===== src/rtl/tap_controller.sv =====
// ----------------------------------------------------------------------------
// tap_controller
//   IEEE 1149.1 16-state TAP controller. Tracks the TAP state from TMS on each
//   rising TCK and drives the IR/DR strobes, the TDO mux select and the TDO
//   enable for the instruction register and the data-register chain.
//   All outputs are registered copies of a Moore decode of the next state, so
//   they change only after rising TCK and carry no TMS-dependent glitches.
//   The strobes are synchronous enables; no clocks are gated here.
// ----------------------------------------------------------------------------
module tap_controller (
  input  logic       TCK,
  input  logic       TRSTn,
  input  logic       TMS,
  output logic [3:0] State,
  output logic       ResetN,
  output logic       ShiftIR,
  output logic       ClockIR,
  output logic       UpdateIR,
  output logic       ShiftDR,
  output logic       ClockDR,
  output logic       UpdateDR,
  output logic       Select,
  output logic       Enable
);

  // Standard IEEE 1149.1 state encoding; all 16 codes are legal states.
  typedef enum logic [3:0] {
    TLR      = 4'hF,
    RTI      = 4'hC,
    SEL_DR   = 4'h7,
    CAP_DR   = 4'h6,
    SH_DR    = 4'h2,
    EX1_DR   = 4'h1,
    PAUSE_DR = 4'h3,
    EX2_DR   = 4'h0,
    UPD_DR   = 4'h5,
    SEL_IR   = 4'h4,
    CAP_IR   = 4'hE,
    SH_IR    = 4'hA,
    EX1_IR   = 4'h9,
    PAUSE_IR = 4'hB,
    EX2_IR   = 4'h8,
    UPD_IR   = 4'hD
  } tap_state_e;

  // Everything the IR, DR chain and TDO driver need, bundled so one register
  // carries all of it.
  typedef struct packed {
    logic reset_n;
    logic shift_ir;
    logic clock_ir;
    logic update_ir;
    logic shift_dr;
    logic clock_dr;
    logic update_dr;
    logic select;
    logic enable;
  } tap_strobes_t;

  // TMS-steered transition table.
  function automatic tap_state_e next_state(input tap_state_e s, input logic tms);
    tap_state_e n;
    case (s)
      TLR:      n = tms ? TLR      : RTI;
      RTI:      n = tms ? SEL_DR   : RTI;
      SEL_DR:   n = tms ? SEL_IR   : CAP_DR;
      CAP_DR:   n = tms ? EX1_DR   : SH_DR;
      SH_DR:    n = tms ? EX1_DR   : SH_DR;
      EX1_DR:   n = tms ? UPD_DR   : PAUSE_DR;
      PAUSE_DR: n = tms ? EX2_DR   : PAUSE_DR;
      EX2_DR:   n = tms ? UPD_DR   : SH_DR;
      UPD_DR:   n = tms ? SEL_DR   : RTI;
      SEL_IR:   n = tms ? TLR      : CAP_IR;
      CAP_IR:   n = tms ? EX1_IR   : SH_IR;
      SH_IR:    n = tms ? EX1_IR   : SH_IR;
      EX1_IR:   n = tms ? UPD_IR   : PAUSE_IR;
      PAUSE_IR: n = tms ? EX2_IR   : PAUSE_IR;
      EX2_IR:   n = tms ? UPD_IR   : SH_IR;
      UPD_IR:   n = tms ? SEL_DR   : RTI;
      default:  n = TLR;
    endcase
    return n;
  endfunction

  // Moore decode of the strobes a given state should present. No TMS term.
  function automatic tap_strobes_t decode(input tap_state_e s);
    tap_strobes_t o;
    // NOTE: every field gets a value before the case, so no path leaves a
    // bit unassigned and no latch can be inferred when this is used in
    // combinational context.
    o           = '0;
    o.reset_n   = (s != TLR);
    o.shift_ir  = (s == SH_IR);
    o.clock_ir  = (s == CAP_IR) || (s == SH_IR);
    o.update_ir = (s == UPD_IR);
    o.shift_dr  = (s == SH_DR);
    o.clock_dr  = (s == CAP_DR) || (s == SH_DR);
    o.update_dr = (s == UPD_DR);
    o.enable    = (s == SH_IR) || (s == SH_DR);
    case (s)
      SEL_IR, CAP_IR, SH_IR, EX1_IR, PAUSE_IR, EX2_IR, UPD_IR: o.select = 1'b1;
      default:                                                 o.select = 1'b0;
    endcase
    return o;
  endfunction

  tap_state_e   state_q, state_d;
  tap_strobes_t strobes_q;

  // Next state from the current state and TMS.
  always_comb begin
    state_d = next_state(state_q, TMS);
  end

  // State register plus registered outputs; TRSTn low wins over TMS.
  always_ff @(posedge TCK) begin
    // NOTE: sequential state uses non-blocking assignments so every register
    // samples the pre-edge values, independent of statement order.
    if (!TRSTn) begin
      state_q   <= TLR;
      strobes_q <= decode(TLR);
    end else begin
      state_q   <= state_d;
      strobes_q <= decode(state_d);
    end
  end

  assign State    = state_q;
  assign ResetN   = strobes_q.reset_n;
  assign ShiftIR  = strobes_q.shift_ir;
  assign ClockIR  = strobes_q.clock_ir;
  assign UpdateIR = strobes_q.update_ir;
  assign ShiftDR  = strobes_q.shift_dr;
  assign ClockDR  = strobes_q.clock_dr;
  assign UpdateDR = strobes_q.update_dr;
  assign Select   = strobes_q.select;
  assign Enable   = strobes_q.enable;

  // Structural invariants of the strobe set.
  a_shift_exclusive : assert property (@(posedge TCK) !(ShiftIR && ShiftDR));
  a_enable_is_shift : assert property (@(posedge TCK) Enable == (ShiftIR || ShiftDR));
  a_shift_in_clock  : assert property (@(posedge TCK) (!ShiftIR || ClockIR) && (!ShiftDR || ClockDR));

endmodule

===== config.mk =====
export PLATFORM = sky130hd
export DESIGN_NAME = tap_controller
export DESIGN_NICKNAME = d
export VERILOG_FILES = /design/src/rtl/tap_controller.sv
export SDC_FILE = /design/constraint.sdc
export NUM_CORES = 1
export LEC_CHECK = 0
export CORE_ASPECT_RATIO = 1.1
export CORE_MARGIN = 2
export CORE_UTILIZATION = 35
export DETAILED_ROUTE_END_ITERATION = 8
export GPL_TIMING_DRIVEN = 0
export SETUP_SLACK_MARGIN = 0.15
export SYNTH_ARGS = -nofsm -noshare
export SYNTH_HDL_FRONTEND = slang
export SYNTH_SLANG_ARGS = --single-unit
export TNS_END_PERCENT = 10

===== constraint.sdc =====
create_clock -name TCK -period 1.73 [get_ports TCK]
set_clock_uncertainty 0.2 [all_clocks]
set_input_delay 0.346 -clock TCK [delete_from_list [all_inputs] [get_ports TCK]]
set_output_delay 0.346 -clock TCK [all_outputs]
set_load 0.05 [all_outputs]

==> flow_summary.yaml <==
place:
  dp_slack_ps: -102
  io_buffers: 14
  dpl_cell_area_um2: 732
  gp_congestion: 0.810
  hpwl_um: 757
sta:
  fmax_mhz: 610
  hold_violations: 0
  slew_headroom: 0.678
  period_needed_ps: 1640
  tightestPinTransition_ps: 485
  fin_ws_ps: 91.2
  fin_crit_sh: 0.947
  finalSetupViolCount: 0
  rsz0062_at_grt: "yes"
  slew_violations: 0
cts:
  post_cts_buffers: 0
  clk_path_buf_depth: 2
  insertion_delay_ps: 270
  root_buffer: "clkbuf_4"
  cts.sinks: 13
  clk_pin_slew_ps: 80
  numCtsBuffers: 3
  tritoncts: "yes"
  htreeDepth: 1
worst_setup_path:
  worstReg2RegEnd: "ClockDR$_SDFF_PN0_"
  worst_ep_arrival_time_ps: 1090
  criticalPathCategory: "reg2out"
  required_ps: 1180
  cp_max_fo: 1
  crit_chain: "dlygate4sd2_1"
  path_buf_inv: 1
  reg2reg_slack_ps: 340
  worstReg2RegStart: "State[1]$_SDFF_PN1_"
  cp-start-kind: "flop"
  cp-end-kind: "output pin"
  path_delay_family: "buffers and inverters"
  crit_path_top_delay_cell: "dlygate4sd2_1"
  rr_worst_depth: 5
  max_stage_delay_ps: 520
yosys:
  yosys_warnings: 0
  synth-adder-area-share: 0
  netlist_area_um2: 569
  postSynthAreaPerCell_um2: 9.65
  yosysUniqueCellTypes: 28
  ys.flop_type: "dfxtp_1"
  yosys.area_share.xor_xnor: 0.0154
  netlist.area_leader.share: 0.457
  synth.most_common_cell: "dfxtp_1"
  synthArstFlopShare: 0
  synth_compound_area_frac: 0.121
  synth-seq-area-share: 0.457
  muxShareOfSynthArea: 0.0176
  synth_fp_nets: 62
  synth_top_family_by_area: "simple AND/OR/NAND/NOR gates"
  synthCells: 59
  ys_top_cells_by_area: "dfxtp_1 (46%), buf_6 (5.9%), nor3_2 (3.5%)"
  yosys-top-cells-count: "dfxtp_1 (13), nand2_1 (5), nor2_1 (4), o21ai_0 (4)"
  synth_top_area_cell: "dfxtp_1"
  synth-simple-area-share: 0.279
  ys_ff_latch: 13
  synth-edff-count: 0
floorplanning:
  fp.dieW_um: 42.5
  io-pin-count: 16
  die_area_um2: 1970
  core_um2: 1540
  initial_core_util: 0.370
  fp-row-count: 15
  die_h_um: 46.3
drt:
  dr_total_vias: 476
  drtIter0Drc: 14
  viasPerCell: 5.06
  ant_nets: 0
  wl_per_cell_um: 11.4
  wl_um: 1070
  drtPass1Iterations: 4
  drc: 0
final_layout:
  nFillCells: 146
  nNetsFinal: 81
  syn_to_final_growth_pct: 31.0
  regArea_um2: 262
  design_area_um2: 746
  diodes: 0
  drive_above_1_share: 0.247
  multiInputGateArea_um2: 246
grt:
  grt_max_degree: 11
  antenna_found_initial: 0
  grt_pass1_vias: 404
  grt_overflow: 0
  grt_pass1_wl_um: 1800
  grt_use_total: 0.128
hold_path:
  hold_depth: 2
  min-delay-path-class: "in2reg"
  holdPathEnd: "ResetN$_SDFF_PN0_"
  min-delay-start: "TMS"
power:
  p_per_area_nw_per_um2: 1020
  p_leak_nw: 0.332
  peakVddDrop_uv: 403
outcome:
  status: "complete, no violations"
flow_run:
  cap_violations: 0
state kept, by name, indices dropped and copies added (netlist names):
name,flops
UpdateDR,1
ClockIR,1
Select,1
State,4
ResetN,1
ShiftIR,1
UpdateIR,1
ClockDR,1
ShiftDR,1
Enable,1
metal layers:
metal	GRT usage	vias to the layer above	wire length (um)
met5	0	-	0
met4	0.0938	0	17
met3	0.0471	2	44
met2	0.194	11	531
met1	0.151	220	478
li1	-	243	-
area by class of cell:
type                    count  share of cell area
plain buffers               6              0.0688
clock buffers               4              0.0352
inverters                   3              0.0151
multi-input cells          37               0.331
flip-flops and latches     13               0.351
well taps                  17              0.0285
repair buffers             14               0.171
metrics by stage:
step / hold WS, ps / power, mW / utilization / setup TNS [ps] / cells
after global routing: 203 / 0.806 / 0.485 / 0 / 94
after floorplan: 208 / 0.531 / - / 0 / 59
after CTS: 204 / 0.767 / 0.483 / 0 / 94
after global placement: 354 / 0.595 / 0.476 / -381 / 90
after detailed placement: 364 / 0.596 / 0.476 / -344 / 90
final: 216 / 0.758 / 0.485 / 0 / 94
power by group:
group | internal (mW) | switching [mW]
clock network | 0.0892 | 0.0935
registers | 0.321 | 0.0127
logic | 0.0880 | 0.154
total | 0.498 | 0.260
placed cells by master (no fill, tap or decap), drive strengths merged:
master | synthesis | layout
o21ai | 4 | 4
a21oi | 1 | 1
nor3 | 2 | 2
nor2 | 4 | 4
nor2b | 4 | 4
a21boi | 1 | 1
nand4b | 1 | 1
and4b | 1 | 1
xnor2 | 1 | 1
buf | 5 | 6
nand3 | 1 | 1
nor4b | 1 | 1
inv | 3 | 3
a32oi | 1 | 1
or3 | 3 | 3
nor4 | 1 | 1
clkdlybuf4s50 | 0 | 1
clkbuf | 1 | 6
dfxtp | 13 | 13
and4 | 1 | 1
dlygate4sd2 | 0 | 4
nand2 | 5 | 5
clkdlybuf4s15 | 0 | 7
mux2i | 1 | 1
a31oi | 3 | 3
a211o | 1 | 1
what timing repair did:
item,in CTS,in global routing
resized for setup,21,7
cloned,0,0
hold buffers,0,0
setup endpoints to repair,13,14
cell families (layout without fill, tap and decap cells):
kind of cell | after synthesis | after routing
xor gates and xnor gates | 1 | 1
DFF | 13 | 13
AOI/OAI and AO/OA | 11 | 11
and+or+nand+nor | 24 | 24
muxes | 1 | 1
buffers and inverters | 9 | 27
worst max path at each step:
| stage | start | to | depth (start not counted) |
|---|---|---|---|
| final | Enable$_SDFF_PN0_ | Enable | 1 |
| after global routing | ClockDR$_SDFF_PN0_ | ClockDR | 1 |
| after CTS | State[1]$_SDFF_PN1_ | State[1] | 1 |
| after detailed placement | State[3]$_SDFF_PN1_ | State[3] | 1 |
| after global placement | TRSTn | ClockDR$_SDFF_PN0_ | 4 |
| after floorplan | State[0]$_SDFF_PN1_ | Select$_SDFF_PN0_ | 4 |
(Power assumes the default switching activity.)
